## config.mk

```make
export PLATFORM = sky130hd
export DESIGN_NAME = intra_neighbour_fetch
export DESIGN_NICKNAME = d
export VERILOG_FILES = /design/src/rtl/intra_pkg.sv /design/src/rtl/intra_nbr_addr_gen.sv /design/src/rtl/intra_neighbour_fetch.sv
export SDC_FILE = /design/constraint.sdc
export NUM_CORES = 1
export LEC_CHECK = 0
export BUFFER_PORTS_ARGS = -buffer_cell sky130_fd_sc_hd__buf_2
export CAP_MARGIN = 0
export CORE_MARGIN = 3
export CORE_UTILIZATION = 56
export CTS_CLUSTER_DIAMETER = 40
export CTS_CLUSTER_SIZE = 8
export DETAILED_ROUTE_END_ITERATION = 10
export GPL_ROUTABILITY_DRIVEN = 0
export PLACE_DENSITY = 0.81
export SETUP_SLACK_MARGIN = 0.05
export SLEW_MARGIN = 20
export SYNTH_ARGS = -nofsm -noshare
export SYNTH_HDL_FRONTEND = slang
export SYNTH_SLANG_ARGS = --single-unit
export TNS_END_PERCENT = 20
```

## constraint.sdc

```tcl
create_clock -name clk -period 6.8 [get_ports clk]
set_input_delay 0.68 -clock clk [delete_from_list [all_inputs] [get_ports clk]]
set_output_delay 0.68 -clock clk [all_outputs]
set_load 0.02 [all_outputs]
```

## src/rtl/intra_pkg.sv

```systemverilog
// Shared constants and types for the intra-prediction neighbour fetch block.
package intra_pkg;

  localparam int MB_W   = 8;
  localparam int MB_L   = 8;
  localparam int IDX_W  = 5;

  localparam logic [7:0] DC_FILL = 8'd128;

  typedef enum logic [1:0] {IDLE, FETCH, DRAIN, DONE} state_e;

  // avail bit positions: {topright, left, top, corner}
  localparam int AV_CORNER = 0;
  localparam int AV_TOP    = 1;
  localparam int AV_LEFT   = 2;
  localparam int AV_TR     = 3;

  // Sample index groups: corner | top | topright | left
  localparam logic [IDX_W-1:0] IDX_CORNER = IDX_W'(0);
  localparam logic [IDX_W-1:0] IDX_TOP    = IDX_W'(1);
  localparam logic [IDX_W-1:0] IDX_TR     = IDX_W'(1 + MB_W);
  localparam logic [IDX_W-1:0] IDX_LEFT   = IDX_W'(1 + 2*MB_W);
  localparam logic [IDX_W-1:0] IDX_END    = IDX_W'(1 + 2*MB_W + MB_L);
  localparam int               NSMP       = 1 + 2*MB_W + MB_L;

endpackage

```

## src/rtl/intra_nbr_addr_gen.sv

```systemverilog
// Combinational address and skip logic: raster address for a sample index
// and the next index whose group is available.
module intra_nbr_addr_gen
  import intra_pkg::*;
#(
  parameter int WIDTH  = 1280,
  parameter int ADDR_W = 20
) (
  input  logic [15:0]       row_i,
  input  logic [15:0]       col_i,
  input  logic [IDX_W-1:0]  idx_i,
  input  logic [3:0]        avail_i,
  output logic [ADDR_W-1:0] addr_o,
  output logic [IDX_W-1:0]  first_o,
  output logic [IDX_W-1:0]  next_o
);

  // Smallest available index >= from; IDX_END when none remain.
  function automatic logic [IDX_W-1:0] skip(input logic [3:0] av,
                                            input logic [IDX_W-1:0] from);
    logic [IDX_W-1:0] f;
    f = from;
    if (f < IDX_TOP && !av[AV_CORNER]) f = IDX_TOP;
    if (f >= IDX_TOP && f < IDX_TR && !av[AV_TOP]) f = IDX_TR;
    if (f >= IDX_TR && f < IDX_LEFT && !av[AV_TR]) f = IDX_LEFT;
    if (f >= IDX_LEFT && f < IDX_END && !av[AV_LEFT]) f = IDX_END;
    return f;
  endfunction

  logic [31:0] y, x;

  // Corner, top and topright are one contiguous run on row-1 starting at col-1.
  always_comb begin
    if (idx_i < IDX_LEFT) begin
      y = 32'(row_i) - 32'd1;
      x = 32'(col_i) + 32'(idx_i) - 32'd1;
    end else begin
      y = 32'(row_i) + 32'(idx_i - IDX_LEFT);
      x = 32'(col_i) - 32'd1;
    end
  end

  assign addr_o  = ADDR_W'(y * 32'(WIDTH) + x);
  assign first_o = skip(avail_i, IDX_CORNER);
  assign next_o  = skip(avail_i, idx_i + IDX_W'(1));

endmodule

```

## src/rtl/intra_neighbour_fetch.sv

```systemverilog
// Fetches the 25 reconstructed neighbour samples of a macroblock from the
// raster frame buffer and presents them, with availability, to intra prediction.
module intra_neighbour_fetch
  import intra_pkg::*;
#(
  parameter int WIDTH     = 1280,
  parameter int LENGTH    = 720,
  parameter int MB_SIZE_L = MB_L,
  parameter int MB_SIZE_W = MB_W,
  parameter int ADDR_W    = 20
) (
  input  logic                   clk,
  input  logic                   reset,
  input  logic                   start,
  input  logic [31:0]            mbnumber,
  output logic                   busy,
  output logic                   rd_en,
  output logic [ADDR_W-1:0]      rd_addr,
  input  logic [7:0]             rd_data,
  output logic [7:0]             corner_px,
  output logic [8*MB_SIZE_W-1:0] top_px,
  output logic [8*MB_SIZE_W-1:0] topright_px,
  output logic [8*MB_SIZE_L-1:0] left_px,
  output logic [3:0]             avail,
  output logic                   done
);

  if (WIDTH * LENGTH > (1 << ADDR_W)) begin : g_frame_too_big
    $error("frame does not fit in ADDR_W address bits");
  end

  state_e                  state_q, state_d;
  logic [15:0]             row_q, col_q;
  logic [3:0]              avail_q, avail_new, avail_sel;
  logic [IDX_W-1:0]        idx_q, idx_d, first_idx, next_idx, cap_idx_q;
  logic                    cap_vld_q, rd_en_c;
  logic [ADDR_W-1:0]       addr_c;
  logic [NSMP-1:0][7:0]    smp_q;
  logic                    top_ok, left_ok, tr_ok;

  assign top_ok    = |mbnumber[31:16];
  assign left_ok   = |mbnumber[15:0];
  assign tr_ok     = top_ok && (32'(mbnumber[15:0]) + 32'(2*MB_SIZE_W) <= 32'(WIDTH));
  assign avail_new = {tr_ok, left_ok, top_ok, top_ok & left_ok};

  // In IDLE the first-index lookup must see the incoming availability.
  assign avail_sel = (state_q == IDLE) ? avail_new : avail_q;

  intra_nbr_addr_gen #(.WIDTH(WIDTH), .ADDR_W(ADDR_W)) u_addr (
    .row_i   (row_q),
    .col_i   (col_q),
    .idx_i   (idx_q),
    .avail_i (avail_sel),
    .addr_o  (addr_c),
    .first_o (first_idx),
    .next_o  (next_idx)
  );

  always_comb begin
    state_d = state_q;
    idx_d   = idx_q;
    rd_en_c = 1'b0;
    case (state_q)
      IDLE: if (start) begin
        idx_d   = first_idx;
        state_d = (first_idx == IDX_END) ? DRAIN : FETCH;
      end
      FETCH: begin
        rd_en_c = 1'b1;
        idx_d   = next_idx;
        if (next_idx == IDX_END) state_d = DRAIN;
      end
      DRAIN:   state_d = DONE;
      DONE:    state_d = IDLE;
      default: state_d = IDLE;
    endcase
  end

  always_ff @(posedge clk or negedge reset) begin
    if (!reset) begin
      state_q   <= IDLE;
      idx_q     <= '0;
      row_q     <= '0;
      col_q     <= '0;
      avail_q   <= '0;
      cap_vld_q <= 1'b0;
      cap_idx_q <= '0;
      smp_q     <= '0;
    end else begin
      state_q   <= state_d;
      idx_q     <= idx_d;
      cap_vld_q <= rd_en_c;
      cap_idx_q <= idx_q;
      if (state_q == IDLE && start) begin
        row_q   <= mbnumber[31:16];
        col_q   <= mbnumber[15:0];
        avail_q <= avail_new;
        for (int i = 0; i < NSMP; i++) smp_q[i] <= DC_FILL;
      end else if (cap_vld_q) begin
        smp_q[cap_idx_q] <= rd_data;
      end
    end
  end

  assign rd_en       = rd_en_c;
  assign rd_addr     = rd_en_c ? addr_c : '0;
  assign busy        = (state_q != IDLE);
  assign done        = (state_q == DONE);
  assign avail       = avail_q;
  assign corner_px   = smp_q[IDX_CORNER];
  assign top_px      = smp_q[IDX_TR-1:IDX_TOP];
  assign topright_px = smp_q[IDX_LEFT-1:IDX_TR];
  assign left_px     = smp_q[IDX_END-1:IDX_LEFT];

endmodule

```

# Word-level counts from Yosys, hierarchy flattened
# Index checks and enable logic that the tools add are counted.
[op_classes] add_sub_neg=9 n_mul=1 order_cmp=17 n_eq_ne=7 mux=24 bitwise_logic=1 reduce_logical=28
[ops] cell="$mux 200" count=2
[ops] cell="$bwmux 200" count=1
[ops] cell="$demux 8 s5" count=1
[ops] cell="$mux 20" count=2
[ops] cell="$mux 5" count=7
[ops] cell="$sub 16x1->17 const B" count=2
[ops] cell="$add 16x32->32" count=1
[ops] cell="$mul 32x3->12 const B" count=1
[ops] cell="$mux 32" count=1
[ops] cell="$reduce_or 16->1" count=2
[ops] cell="$add 20x20->20" count=1
[ops] cell="$lt 5x5->1 const B" count=4
[ops] cell="$sub 17x1->18 const B" count=1
[ops] cell="$add 16x5->17" count=1
[ops] cell="$add 16x5->17 const B" count=1
[ops] cell="$le 17x11->1 const B" count=1
[ops] cell="$logic_and 1x1->1" count=16
[ops] cell="$eq 5x5->1 const B" count=2
[ops] cell="$ge 5x1->1 const B" count=2
[ops] cell="$ge 5x5->1 const B" count=2
[ops] cell="$pmux 5 s2" count=1
[ops] cell="$mux 4" count=2
[ops] cell="$mux 8" count=1
[ops] cell="$pmux 2 s4" count=1
[ops] cell="20 further kinds" count=31
[totals] ff_bits=249 input_bits=43 out_inout_bits=227 word_cells=119

# Logic depth before layout (Yosys ltp)
# Gate-level depths: netlist of run 1.
[logic_depth] depth_word=22 ltp_mapped=28 ltp_nobuf=27

# By module
# From an unflattened synthesis of run 1, not the netlist that was laid out.
[hier_totals] cells_unflattened=1576 hier_area_um2=14257.4
[by_module_without_submodules] module="intra_neighbour_fetch" n_inst=1 cells_each=1078 area_each_um2=10814.1 seq_area_each_um2=6231.0
[by_module_without_submodules] module="intra_nbr_addr_gen" n_inst=1 cells_each=498 area_each_um2=3443.3 seq_area_each_um2=0.0

# Worst setup path after synthesis of run 1
# No wires, ideal clock.
[synth_timing] path_kind="reg2out" startpoint="reg idx_q[0]" endpoint="out rd_addr[19]" t_arrival_ps=5198 t_required_ps=6120 setup_slack_ps=922 path_stages_with_launch=27 n_path_buf=1 path_cell_list="dfrtp_1 buf_6 inv_1 ha_1 inv_1 ha_1 a211oi_1 o21ai_0 a21oi_1 xor2_1 o21ai_0 ha_1 ha_1 nor2b_1 o21a_1 nor2_1 xnor2_1 ha_1 and2_1 o21ai_0 o311ai_1 a21o_1 a21o_1 xnor2_1 xnor2_1 xnor3_1 nor2_1"
[synth_between] elab_chain_cells=6 elab_cells_between_ends=10 classes_between="5 x add/sub; 1 x mul; 1 x order compare; 3 x mux"
[synth_lines] element="start, declared" line="intra_neighbour_fetch.sv:35" text="logic [IDX_W-1:0] idx_q, idx_d, first_idx, next_idx, cap_idx_q;"
[synth_lines] element="start signal, assigned" line="intra_neighbour_fetch.sv:91" text="idx_q <= idx_d;"
[synth_lines] element="$sub 5x5->6" line="intra_nbr_addr_gen.sv:38" text="y = 32'(row_i) + 32'(idx_i - IDX_LEFT);"
[synth_lines] element="$add 16x32->32" line="intra_nbr_addr_gen.sv:38"
[synth_lines] element="$mux 32" line="intra_nbr_addr_gen.sv:34" text="if (idx_i < IDX_LEFT) begin"
[synth_lines] element="$mul 32x3->12" line="intra_nbr_addr_gen.sv:43" text="assign addr_o = ADDR_W'(y * 32'(WIDTH) + x);"
[synth_lines] element="$add 20x20->20 (*)" line="intra_nbr_addr_gen.sv:43"
[synth_lines] element="$mux 20 (*)" line="intra_neighbour_fetch.sv:106" text="assign rd_addr = rd_en_c ? addr_c : '0;"
[synth_lines] element="end, declared" line="intra_neighbour_fetch.sv:18" text="output logic [ADDR_W-1:0] rd_addr,"
# Mark *: on every way between the ends. The rest lies on a longest branch, timed or not.

# Final worst setup path of run 1
# Same ends and word-level chain as after synthesis.

==> impl_metrics.yaml, run 1 <==
setup_path:
  critPathKind: "register to output port"
  cp.arrival_ns: 5.86
  cpPeakStageDelay_ns: 0.41
  cp.required_ns: 6.12
  cp-start-kind: "register"
  crit_family: "compound AO/OA/AOI/OAI gates"
  crit_path_end_kind: "output port"
  cp_num_buf_inv: 3
  crit_path_top_delay_cell: "dfrtp_2"
  crit_fanout: 4
  worstRegToRegCells: 5
  path_depth: 27
global_route:
  overflow: 0
  grt_pass1_wl_um: 60100
  grt_usage_pct: 28.4
  antenna_found_initial: 0
  grt_pass1_vias: 11300
  grt_max_degree: 109
die:
  die_x_um: 162
  start_util_pct: 57.4
  core-area_um2: 23700
  die_area_um2: 26200
  rows: 56
  io_pins: 270
  die_y_um: 162
timing:
  tns_ns: 0
  final_max_slew_viol_count: 0
  finalHoldViolCount: 0
  layout_min_cycle_time_ns: 6.54
  fmax_mhz: 153
  relSlewSlack_pct: 27.3
  setup_viol: 0
  timing_worst_slew_pin_value_ns: 1.09
  fin_skew_ns: 0.0241
  period_share_pct: 96.2
finish:
  syn2layout_area_growth_pct: 21.4
  final_common_cell: "buf_2"
  seq_area_um2: 6140
  fin_nets: 1814
  final_cell_mix: "267 x buf_2, 241 x dfrtp_1, 189 x nor2_1"
  drive_gt1_share_pct: 22.9
  antenna_cells: 0
  finalNonFillerCells: 2023
  multi_input_area_um2: 7010
  fill_cells: 1841
yosys:
  synth_area_per_cell_um2: 9.46
  synthesis.nets: 1564
  synthArstFlopShare_pct: 100
  synthDistinctLibCells: 72
  synth-seq-area-share_pct: 45.1
  synth_edf_count: 0
  syn_area_um2: 13600
  syn_inst: 1438
  ys.flop_type: "dfrtp_1"
  synth-seq-cells: 245
  yosysWarnings: 0
cts:
  max-clock-path-buffers: 3
  h-tree-depth: 2
  clkLatencyLatePin_ns: 0.54
  cts.clk_slew.worst_paths_ns: 0.05
  cts_tree: "done"
  root_buffer: "clkbuf_16"
  numClockSinks: 245
  cts_hold_buffers: 0
  cts_buffers: 42
place:
  hpwl_um: 26100
  place_inst: 1956
  port_buffers: 269
flow_run:
  maxCapViolations: 0
detailed_routing:
  drt_pass1_iterations: 6
  detail_route.iter0.violations: 962
  drc: 0
  vias_per_cell: 5.78
  wl_per_cell_um: 18.9
  vias: 11700
  ant_nets: 0
  routed_wl_um: 38200
outcome:
  status: "finished clean"
min_path:
  hp-class: "primary input to async pin"
## cells in the mapped netlist (2+ instances only)
cell type | instances | share of area (%)
nand2b_1 | 7 | 0.32
a211oi_1 | 10 | 0.55
and4_1 | 2 | 0.13
a311oi_1 | 3 | 0.19
a21o_1 | 10 | 0.55
nand4_1 | 4 | 0.18
xnor2_1 | 53 | 3.4
or3b_2 | 2 | 0.13
buf_6 | 3 | 0.25
and2_1 | 7 | 0.32
nor4_4 | 2 | 0.31
fa_1 | 4 | 0.59
nor3b_1 | 5 | 0.28
and2b_1 | 2 | 0.11
or3_1 | 8 | 0.37
o21ai_1 | 7 | 0.26
o21ai_0 | 54 | 2.0
buf_1 | 4 | 0.11
o21bai_1 | 6 | 0.33
nor3_1 | 22 | 0.81
and3b_1 | 2 | 0.13
o31ai_1 | 4 | 0.22
clkbuf_2 | 8 | 0.29
and3_1 | 8 | 0.37
nor2_1 | 190 | 5.2
nand2_1 | 182 | 5.0
o22ai_1 | 2 | 0.092
ha_1 | 79 | 7.3
or2_2 | 2 | 0.092
nand3b_1 | 3 | 0.17
a21oi_1 | 79 | 2.9
a31oi_1 | 5 | 0.23
o21a_1 | 6 | 0.33
nor4_1 | 7 | 0.32
o31a_1 | 4 | 0.26
nand3_1 | 67 | 2.5
dfrtp_1 | 245 | 45
xor2_1 | 13 | 0.84
a211o_1 | 3 | 0.19
mux2i_1 | 155 | 11
clkbuf_1 | 65 | 1.8
nor2b_1 | 7 | 0.32
o211ai_1 | 4 | 0.22
inv_1 | 55 | 1.5
## timing repair
action                     in CTS  in global routing
buffers inserted                3                  4
gates resized for setup         9                 21
pin swaps                       1                 12
setup endpoints to repair       1                  1
## path summary, 6_finish.rpt
kind	startpoint	end	slack, ns
max	idx_q[0]$_DFFE_PN0P_	rd_addr[19]	0.26
min	reset	top_px[13]$_DFFE_PN0P_	0.19
max reg2reg	state_q[0]$_DFFE_PN0P_	left_px[27]$_DFFE_PN0P_	3.84
min reg2reg	topright_px[39]$_DFFE_PN0P_	topright_px[39]$_DFFE_PN0P_	0.49
max in group asynchronous	reset	topright_px[34]$_DFFE_PN0P_	5.10
min in group clk	mbnumber[24]	row_q[8]$_DFFE_PN0P_	0.37
## cells by family (layout without fill, tap and decap cells)
group           count (synthesis)  after routing  share of synthesized area (%)
compound gates                213            213                           9.49
xor+xnor                       67             67                           4.41
fa+ha+maj                      83             83                           7.85
buf+inv                       139            405                           4.16
flops                         245            245                           45.1
mux                           156            156                           11.5
simple gates                  535            535                           17.5
## sequential cells by signal (all words and copies together), names as in the netlist
signal       count
left_px         64
top_px          64
topright_px     64
col_q           16
row_q           12
corner_px        8
cap_idx_q        5
idx_q            5
avail            4
state_q          2
cap_vld_q        1
## per-layer routing
layer	global-route usage, %	part of all wire [%]
met4	11.0	3.9
met5	0	0
met1	38.5	42
met2	45.9	47
met3	4.87	7.8
## per-stage QoR
| stage | worst slack (ns) | instance area (um^2) | hold slack [ns] | utilization, % |
|---|---|---|---|---|
| 6_report | 0.260 | 16500 | 0.194 | 69.8 |
| 3_5_place_dp | 0.241 | 15100 | 0.479 | 63.8 |
| 4_1_cts | 0.0585 | 16400 | 0.253 | 69.4 |
| 3_3_place_gp | 0.526 | 15100 | 0.474 | 63.8 |
| 2_1_floorplan | 0.922 | 13600 | 0.352 | - |
| 5_1_grt | -0.0253 | 16500 | 0.268 | 69.8 |
## final cells by class
class                           count  share of cell area [%]
Clock buffer                       49                    6.82
Inverter                           57                    1.30
Tap cell                          319                    2.42
Multi-Input combinational cell   1054                    42.4
Timing Repair Buffer              288                    9.09
Sequential cell                   245                    37.1
Clock inverter                     11                   0.803
Power of run 1 is left out: the tool's default activity adds up to more than one toggle a clock period on the data nets, which glitch-free logic cannot reach.
==> inputs of run 2 (changes only) <==
--- a/config.mk
+++ b/config.mk
@@ -19,4 +19,4 @@
 export SYNTH_ARGS = -nofsm -noshare
 export SYNTH_HDL_FRONTEND = slang
 export SYNTH_SLANG_ARGS = --single-unit
-export TNS_END_PERCENT = 20
+export TNS_END_PERCENT = 5
==> constraint.sdc (replaced) <==
create_clock -name clk -period 6.8 [get_ports clk]
set_input_delay 0.34 -clock clk [delete_from_list [all_inputs] [get_ports clk]]
set_output_delay 0.34 -clock clk [all_outputs]
set_load 0.02 [all_outputs]
==> impl_metrics.yaml, run 2 (synthesis results as in run 1) <==
global_route:
  grt_max_degree: 122
  grt_pass1_vias: 11300
  antenna_found_initial: 0
  top_usage_layer: "met2"
  grt_pass1_wl_um: 60500
  grt_use_met2_pct: 46.1
  overflow: 0
  grt_usage_pct: 28.7
  use_met3_pct: 5.23
  use_met1_pct: 38.7
timing:
  relSlewSlack_pct: 23.8
  fin_skew_ns: 0.0115
  timing_worst_slew_pin_value_ns: 1.13
  fmax_mhz: 158
  period_share_pct: 93.2
  finalHoldViolCount: 0
  layout_min_cycle_time_ns: 6.34
  final_max_slew_viol_count: 0
  fin_ws_ns: 0.464
  tns_ns: 0
  setup_viol: 0
  rsz0062_at_grt: "no"
cts:
  numClockSinks: 245
  max-clock-path-buffers: 3
  cts_buffers: 41
  clkLatencyLatePin_ns: 0.53
  h-tree-depth: 2
  root_buffer: "clkbuf_16"
  cts_tree: "done"
  cts.clk_slew.worst_paths_ns: 0.05
finish:
  seq_area_um2: 6130
  final_cell_mix: "267 x buf_2, 242 x dfrtp_1, 190 x nor2_1"
  antenna_cells: 0
  multi_input_area_um2: 6970
  final_common_cell: "buf_2"
  drive_gt1_share_pct: 21.9
  fill_cells: 1864
  syn2layout_area_growth_pct: 20.5
  fin_nets: 1811
  fin_util_pct: 69.2
detailed_routing:
  ant_nets: 0
  vias: 11700
  routed_wl_um: 38300
  detail_route.iter0.violations: 971
  vias_per_cell: 5.77
  drt_pass1_iterations: 6
  drc: 0
  wl_per_cell_um: 18.9
setup_path:
  cp-start-kind: "register"
  crit_path_end_kind: "output port"
  r2r_slack_ns: 3.73
  crit_fanout: 5
  cpMostUsedCell: "ha_1"
  cp.required_ns: 6.46
  cpPeakStageDelay_ns: 0.41
  crit_path_top_delay_cell: "dfrtp_2"
  critPathKind: "register to output port"
  cp.arrival_ns: 6.00
place:
  place_ws_ns: 0.656
  hpwl_um: 26000
  port_buffers: 269
die:
  die_x_um: 162
  die_y_um: 162
  io_pins: 270
  rows: 56
  core-area_um2: 23700
  start_util_pct: 57.4
  die_area_um2: 26200
flow_run:
  maxCapViolations: 0
min_path:
  hp-class: "primary input to register"
outcome:
  status: "finished clean"
==> run 2: layout make-up <==
| type | count | share of cell area (%) |
|---|---|---|
| multi-input cells | 1054 | 42.5 |
| flip-flops and latches | 245 | 37.4 |
| repair buffers | 286 | 9.08 |
| clock buffers | 51 | 6.68 |
| well taps | 319 | 2.43 |
| inverters | 57 | 1.30 |
| clock inverters | 8 | 0.603 |
==> run 2: critical path: cells and delay by family (launching register included) <==
kind,cells,cell delay [ns]
flip-flops,1,0.41
buffers and inverters,4,0.37
XOR/XNOR,5,1.02
AND/OR/NAND/NOR,4,0.44
AO/OA/AOI/OAI,8,1.29
adder cells (fa/ha/maj),6,1.93
==> run 2: what timing repair did <==
| item | 4_1_cts | 5_1_grt |
|---|---|---|
| hold buffers | 1 | 0 |
| gates resized for setup | 0 | 22 |
| endpoints found under the setup margin | 0 | 1 |
| hold endpoints to repair | 119 | 0 |
| buffers inserted | 0 | 3 |
==> run 2: path summary, 6_finish.rpt <==
| check | from | end | cells after the start |
|---|---|---|---|
| setup / recovery | idx_q[0]$_DFFE_PN0P_ | rd_addr[19] | 27 |
| hold / removal | mbnumber[24] | row_q[8]$_DFFE_PN0P_ | 3 |
| setup reg to reg | state_q[0]$_DFFE_PN0P_ | row_q[7]$_DFFE_PN0P_ | 6 |
| hold reg to reg | idx_q[1]$_DFFE_PN0P_ | cap_idx_q[1]$_DFF_PN0_ | 0 |
| max in group asynchronous | reset | topright_px[55]$_DFFE_PN0P_ | 3 |
| min in group asynchronous | reset | corner_px[0]$_DFFE_PN0P_ | 2 |
==> run 2: through the flow <==
step / cell area, um^2 / hold slack, ns / instances
after global placement: 15100 / 0.473 / 1957
final: 16400 / 0.0402 / 2020
after detailed placement: 15100 / 0.477 / 1957
after floorplan: 13600 / 0.0444 / 1438
after CTS: 16300 / 0.0225 / 2017
after global routing: 16400 / 0.0468 / 2020
==> run 2: metal layers <==
layer,vias up,wire length (um)
met5,-,0
met2,558,17800
met1,5583,15700
li1,5404,-
met4,0,1580
met3,109,3230
Power of run 2 is left out for the same reason.
